==> config.mk <==
export PLATFORM = sky130hd
export DESIGN_NAME = serial_add_ctrl
export DESIGN_NICKNAME = d
export VERILOG_FILES = /design/src/rtl/serial_add_pkg.sv /design/src/rtl/bit_slice_fa.sv /design/src/rtl/ha_cell.sv /design/src/rtl/serial_add_ctrl.sv
export SDC_FILE = /design/constraint.sdc
export NUM_CORES = 1
export LEC_CHECK = 0
export ABC_AREA = 1
export CORE_ASPECT_RATIO = 1.5
export CORE_MARGIN = 1
export CORE_UTILIZATION = 40
export CTS_BUF_LIST = sky130_fd_sc_hd__clkbuf_8
export DETAILED_ROUTE_END_ITERATION = 7
export GPL_ROUTABILITY_DRIVEN = 0
export SLEW_MARGIN = 10
export SYNTH_ARGS = -nofsm -noshare
export SYNTH_HDL_FRONTEND = slang
export SYNTH_SLANG_ARGS = --single-unit
export TNS_END_PERCENT = 1
==> constraint.sdc <==
create_clock -name clk -period 1.7 [get_ports clk]
set_clock_uncertainty 0.15 [all_clocks]
set_input_delay 0.255 -clock clk [delete_from_list [all_inputs] [get_ports clk]]
set_output_delay 0.255 -clock clk [all_outputs]
set_load 0.03 [all_outputs]
==> src/rtl/serial_add_pkg.sv <==
// Shared definitions for the bit-serial adder controller: FSM state
// encoding and the default operand width.
package serial_add_pkg;

  localparam int unsigned SERIAL_ADD_WIDTH = 8;

  typedef enum logic [1:0] {
    IDLE = 2'd0,
    RUN  = 2'd1,
    DONE = 2'd2
  } state_e;

endpackage

==> src/rtl/bit_slice_fa.sv <==
// One-bit full adder built from two half-adder cells; the carry out is
// the OR of the two half-adder carries (they can never both be set).
module bit_slice_fa (
  input  logic a_i,
  input  logic b_i,
  input  logic c_i,
  output logic s_o,
  output logic c_o
);

  logic s_ab;
  logic c_ab;
  logic c_sc;

  ha_cell u_ha_ab (
    .a_i (a_i),
    .b_i (b_i),
    .s_o (s_ab),
    .c_o (c_ab)
  );

  ha_cell u_ha_sc (
    .a_i (s_ab),
    .b_i (c_i),
    .s_o (s_o),
    .c_o (c_sc)
  );

  assign c_o = c_ab | c_sc;

endmodule

==> src/rtl/ha_cell.sv <==
// Half-adder cell: sum and carry of two input bits.
module ha_cell (
  input  logic a_i,
  input  logic b_i,
  output logic s_o,
  output logic c_o
);

  assign s_o = a_i ^ b_i;
  assign c_o = a_i & b_i;

endmodule

==> src/rtl/serial_add_ctrl.sv <==
// Bit-serial adder controller. Sequences one shared full-adder slice over
// two WIDTH-bit operands, LSB first, one bit per clock.
// Optional feature macro: SERIAL_ADD_SUB_EN adds the op port; op=1 loads
// operand B inverted with carry-in set, producing A - B (carry_out=1 means
// no borrow).
//
// state | meaning
// IDLE  | waiting for start; sum/carry_out hold the last result
// RUN   | one sum bit per cycle, WIDTH cycles
// DONE  | one-cycle done pulse, result valid
module serial_add_ctrl
  import serial_add_pkg::*;
#(
  parameter int unsigned WIDTH = SERIAL_ADD_WIDTH
) (
  input  logic             clk,
  input  logic             rst_n,
  input  logic             start,
  input  logic [WIDTH-1:0] a,
  input  logic [WIDTH-1:0] b,
`ifdef SERIAL_ADD_SUB_EN
  input  logic             op,
`endif
  output logic             busy,
  output logic             done,
  output logic [WIDTH-1:0] sum,
  output logic             carry_out
);

  localparam int unsigned     CNT_W    = $clog2(WIDTH);
  localparam logic [CNT_W-1:0] CNT_LAST = CNT_W'(WIDTH - 1);

  state_e            state_q, state_d;
  logic [CNT_W-1:0]  cnt_q, cnt_d;
  logic [WIDTH-1:0]  opa_q, opa_d;
  logic [WIDTH-1:0]  opb_q, opb_d;
  logic              carry_q, carry_d;
  logic [WIDTH-1:0]  sum_q, sum_d;
  logic              cout_q, cout_d;

  logic [WIDTH-1:0]  b_load;
  logic              carry_init;
  logic              fa_s;
  logic              fa_c;

  bit_slice_fa u_fa (
    .a_i (opa_q[0]),
    .b_i (opb_q[0]),
    .c_i (carry_q),
    .s_o (fa_s),
    .c_o (fa_c)
  );

  // Operand B and carry-in as loaded on accept (inverted/set for subtract).
  always_comb begin
    b_load     = b;
    carry_init = 1'b0;
`ifdef SERIAL_ADD_SUB_EN
    if (op) begin
      b_load     = ~b;
      carry_init = 1'b1;
    end
`endif
  end

  // Next-state and datapath update for the FSM, counter and shift registers.
  always_comb begin
    state_d = state_q;
    cnt_d   = cnt_q;
    opa_d   = opa_q;
    opb_d   = opb_q;
    carry_d = carry_q;
    sum_d   = sum_q;
    cout_d  = cout_q;
    case (state_q)
      IDLE: begin
        if (start) begin
          state_d = RUN;
          opa_d   = a;
          opb_d   = b_load;
          carry_d = carry_init;
          cnt_d   = '0;
          sum_d   = '0;
          cout_d  = 1'b0;
        end
      end
      RUN: begin
        sum_d   = {fa_s, sum_q[WIDTH-1:1]};
        opa_d   = opa_q >> 1;
        opb_d   = opb_q >> 1;
        carry_d = fa_c;
        if (cnt_q == CNT_LAST) begin
          // Counter parks at its last value rather than wrapping.
          state_d = DONE;
          cout_d  = fa_c;
        end else begin
          cnt_d = cnt_q + 1'b1;
        end
      end
      DONE: begin
        state_d = IDLE;
      end
      default: begin
        state_d = IDLE;
      end
    endcase
  end

  // State and datapath registers; reset discards any operation in flight.
  always_ff @(posedge clk or negedge rst_n) begin
    if (!rst_n) begin
      state_q <= IDLE;
      cnt_q   <= '0;
      opa_q   <= '0;
      opb_q   <= '0;
      carry_q <= 1'b0;
      sum_q   <= '0;
      cout_q  <= 1'b0;
    end else begin
      state_q <= state_d;
      cnt_q   <= cnt_d;
      opa_q   <= opa_d;
      opb_q   <= opb_d;
      carry_q <= carry_d;
      sum_q   <= sum_d;
      cout_q  <= cout_d;
    end
  end

  assign busy      = (state_q != IDLE);
  assign done      = (state_q == DONE);
  assign sum       = sum_q;
  assign carry_out = cout_q;

endmodule
==> flow_summary.json <==
{
  "growth_of_design_area_from_synthesis_to_finish_pct": 26.1,
  "post-route-period-util": 0.945,
  "critPathTopFamily": "buffers and inverters",
  "dp.cells": 259,
  "ios": 30,
  "post_synth_inst_count": 192,
  "timing.reg2reg.setup_slack_ns": 0.23,
  "antenna-diode-count": 0,
  "grt_remaining_overflow": 0,
  "clk_transition_reported_paths_ns": 0.06,
  "fin_area_sq_mm": 0.00196,
  "drt_iter0_drc": 56,
  "max-vdd-ir-drop_uv": 950,
  "cp_num_buf_inv": 3,
  "placed_area_sq_mm": 0.00186,
  "cp_cell_sequence": "inv_2 > buf_12 > nor2_1 > buf_4",
  "grtUsageTotal": 0.185,
  "globalRouteMet1Util": 0.230,
  "dr.pass1.iters": 4,
  "global_route.peak_usage_layer": "met2",
  "crit_fanout": 20,
  "cts_hold_buffers": 0,
  "reg2reg_to": "cnt_q[0]$_DFFE_PN0P_",
  "total_power_density_per_cell_area_mw_per_mm2": 1740,
  "timing.critical_path.required_ns": 1.29,
  "synth_area_leaders": "sky130_fd_sc_hd__dfrtp_1 (50%), sky130_fd_sc_hd__nand2_1 (20%), sky130_fd_sc_hd__nand3_1 (14%)",
  "cts_buffers": 5,
  "seq_area_frac_synth": 0.500,
  "hold_path.class": "in2async",
  "grt_antenna_before_repair": 0,
  "synth_common_cells": "sky130_fd_sc_hd__nand2_1 (84), sky130_fd_sc_hd__nand3_1 (44), sky130_fd_sc_hd__dfrtp_1 (31)",
  "ratio_of_cells_with_drive_above_1_in_the_final_layout": 0.103,
  "result_of_the_run": "completed",
  "crit_path_max_incr_delay_ns": 0.40,
  "design.final.nets": 247,
  "worst_setup_path_endpoint": "done",
  "clk_path_buf_depth": 2,
  "floorplan.die_area_sq_mm": 0.00414,
  "clock_tree.root_cell": "sky130_fd_sc_hd__clkbuf_8",
  "hpwl_um": 2200,
  "placementRows": 27,
  "worst_setup_path_start_kind": "register",
  "setup_total_negative_slack_ns": 0,
  "ant_nets": 0,
  "die-height_um": 78.3,
  "cts_tree": "built",
  "synth_top_area_frac": 0.500,
  "initial_core_util": 0.422,
  "synth.largest_area_cell": "sky130_fd_sc_hd__dfrtp_1",
  "via_count_of_the_first_global_routing_pass": 1286,
  "timing.critical_path.slowest_stage_cell": "sky130_fd_sc_hd__dfrtp_1",
  "depth_of_the_cts_h_tree": 2,
  "synthesis.area_sq_mm": 0.00155,
  "endpoint_kind": "primary output",
  "synthDistinctLibCells": 15,
  "cts_sinks": 31,
  "slew_headroom": 0.733,
  "wire_length_of_the_first_global_routing_pass_um": 5640,
  "detail_route.wirelength_um": 3300,
  "wire_per_inst_um": 12.4,
  "stdcell_count": 267,
  "synth_nets": 215,
  "tightest_slew_ns": 0.400,
  "setup-violations-final": 0,
  "ys.warnings.count": 0,
  "grtUsageMet2": 0.295,
  "synth.ff_latch_count": 31,
  "number_of_synthesized_flops_with_an_enable_pin": 0,
  "clk_latency_ns": 0.28,
  "vias": 1362,
  "r2r.worst_path.cells": 6,
  "timing.rr.start": "cnt_q[0]$_DFFE_PN0P_",
  "grt_setup_unrepaired": "no",
  "post_synth.cell_area_avg_sq_um": 8.09,
  "final_hold_viol_count": 0,
  "cap_violations": 0,
  "dieWidth_um": 52.9,
  "total_leakage_power_uw": 0.00108,
  "startpoint": "state_q[1]$_DFFE_PN0P_",
  "timing.critical_path.depth": 4,
  "min_period_ns": 1.61,
  "met3_usage": 0.0581,
  "finalMaxSlewViolations": 0,
  "dominantRegCellSynth": "sky130_fd_sc_hd__dfrtp_1",
  "numPortBuffers": 29,
  "core_area_sq_mm": 0.00368,
  "grt_start_max_net_pins": 34,
  "drc": 0,
  "yosysMostFrequentCell": "sky130_fd_sc_hd__nand2_1",
  "critPathKind": "reg2out",
  "timing.critical_path.arrival_ns": 1.20,
  "synth_async_sr_flop_share": 1.00,
  "maxClockFrequency_mhz": 623,
  "vias_per_cell": 5.10
}
## worst reg2reg max path: stages (launching register included)
cell and delay (ns):
sky130_fd_sc_hd__dfrtp_1 0.40, sky130_fd_sc_hd__ha_1 0.24, sky130_fd_sc_hd__ha_1 0.18, sky130_fd_sc_hd__inv_1 0.14, sky130_fd_sc_hd__nand2_2 0.11, sky130_fd_sc_hd__nand3_1 0.09, sky130_fd_sc_hd__nand2_1 0.05
## how the worst min path moves through the flow
stage	slack, ns	endpoint	cells after the start	startpoint
3_5_place_dp	0.34	sum[2]$_DFFE_PN0P_	2	sum[3]$_DFFE_PN0P_
2_1_floorplan	-0.19	carry_out$_DFFE_PN0P_	0	rst_n
4_1_cts	0.23	opa_q[6]$_DFFE_PN0P_	2	rst_n
5_1_grt	0.25	sum[2]$_DFFE_PN0P_	2	rst_n
3_3_place_gp	0.34	sum[0]$_DFFE_PN0P_	2	sum[1]$_DFFE_PN0P_
6_report	0.22	cnt_q[2]$_DFFE_PN0P_	2	rst_n
## cell families after synthesis
group	after synthesis	share of synthesized area
fa+ha+maj	4	0.0371
buf+inv	17	0.0653
flops	31	0.500
simple gates	140	0.398
## per-stage QoR
step                hold WS (ns)  power (uW)   util  setup slack, ns
global route               0.249        3710  0.532           0.0203
detailed placement         0.341        2880  0.505            0.166
finish                     0.216        3410  0.532           0.0942
CTS                        0.230        3420  0.526           0.0175
floorplan                 -0.191        2440      -            0.230
global placement           0.343        2830  0.505            0.185
## layer usage
metal / share of wire / up-vias
met5: 0 / -
met1: 0.44 / 639
met3: 0.045 / 7
met2: 0.50 / 40
met4: 0.015 / 0
li1: - / 676
## cell usage in the layout, fill, tap and decap left out, types with 3 or more instances in the layout
cell type	n
sky130_fd_sc_hd__nand3_1	44
sky130_fd_sc_hd__nand4_1	4
sky130_fd_sc_hd__dlygate4sd2_1	9
sky130_fd_sc_hd__nor2_1	3
sky130_fd_sc_hd__inv_1	4
sky130_fd_sc_hd__clkdlybuf4s50_1	18
sky130_fd_sc_hd__dfrtp_1	31
sky130_fd_sc_hd__nand2_1	84
sky130_fd_sc_hd__ha_1	3
sky130_fd_sc_hd__buf_4	7
sky130_fd_sc_hd__clkbuf_8	6
## final cells by class
cell class / instances / area [sq um]
multi-input cells: 144 / 676
repair buffers: 36 / 343
inverters: 6 / 22.5
clock inverters: 1 / 5.00
clock buffers: 6 / 82.6
well taps: 43 / 53.8
fillers: 353 / 1720
flip-flops and latches: 31 / 776
## power breakdown
part           internal (uW)  switching [uW]  leakage (uW)
combinational            569             994      0.000638
sequential              1050             207      0.000399
clock                    317             267     0.0000470
total                   1940            1470       0.00108
## sequential cells by signal, summed over array words and instances, names as in the netlist
signal,count
carry_q,1
opa_q,8
cnt_q,3
carry_out,1
state_q,2
sum,8
opb_q,8
## repair_timing
action                                  in CTS  in global routing
gates resized for setup                     10                  3
setup buffers                                0                  1
endpoints found under the setup margin      10                  1
hold endpoints to repair                     0                  0
No activity file was read; power rests on OpenSTA's default activity.
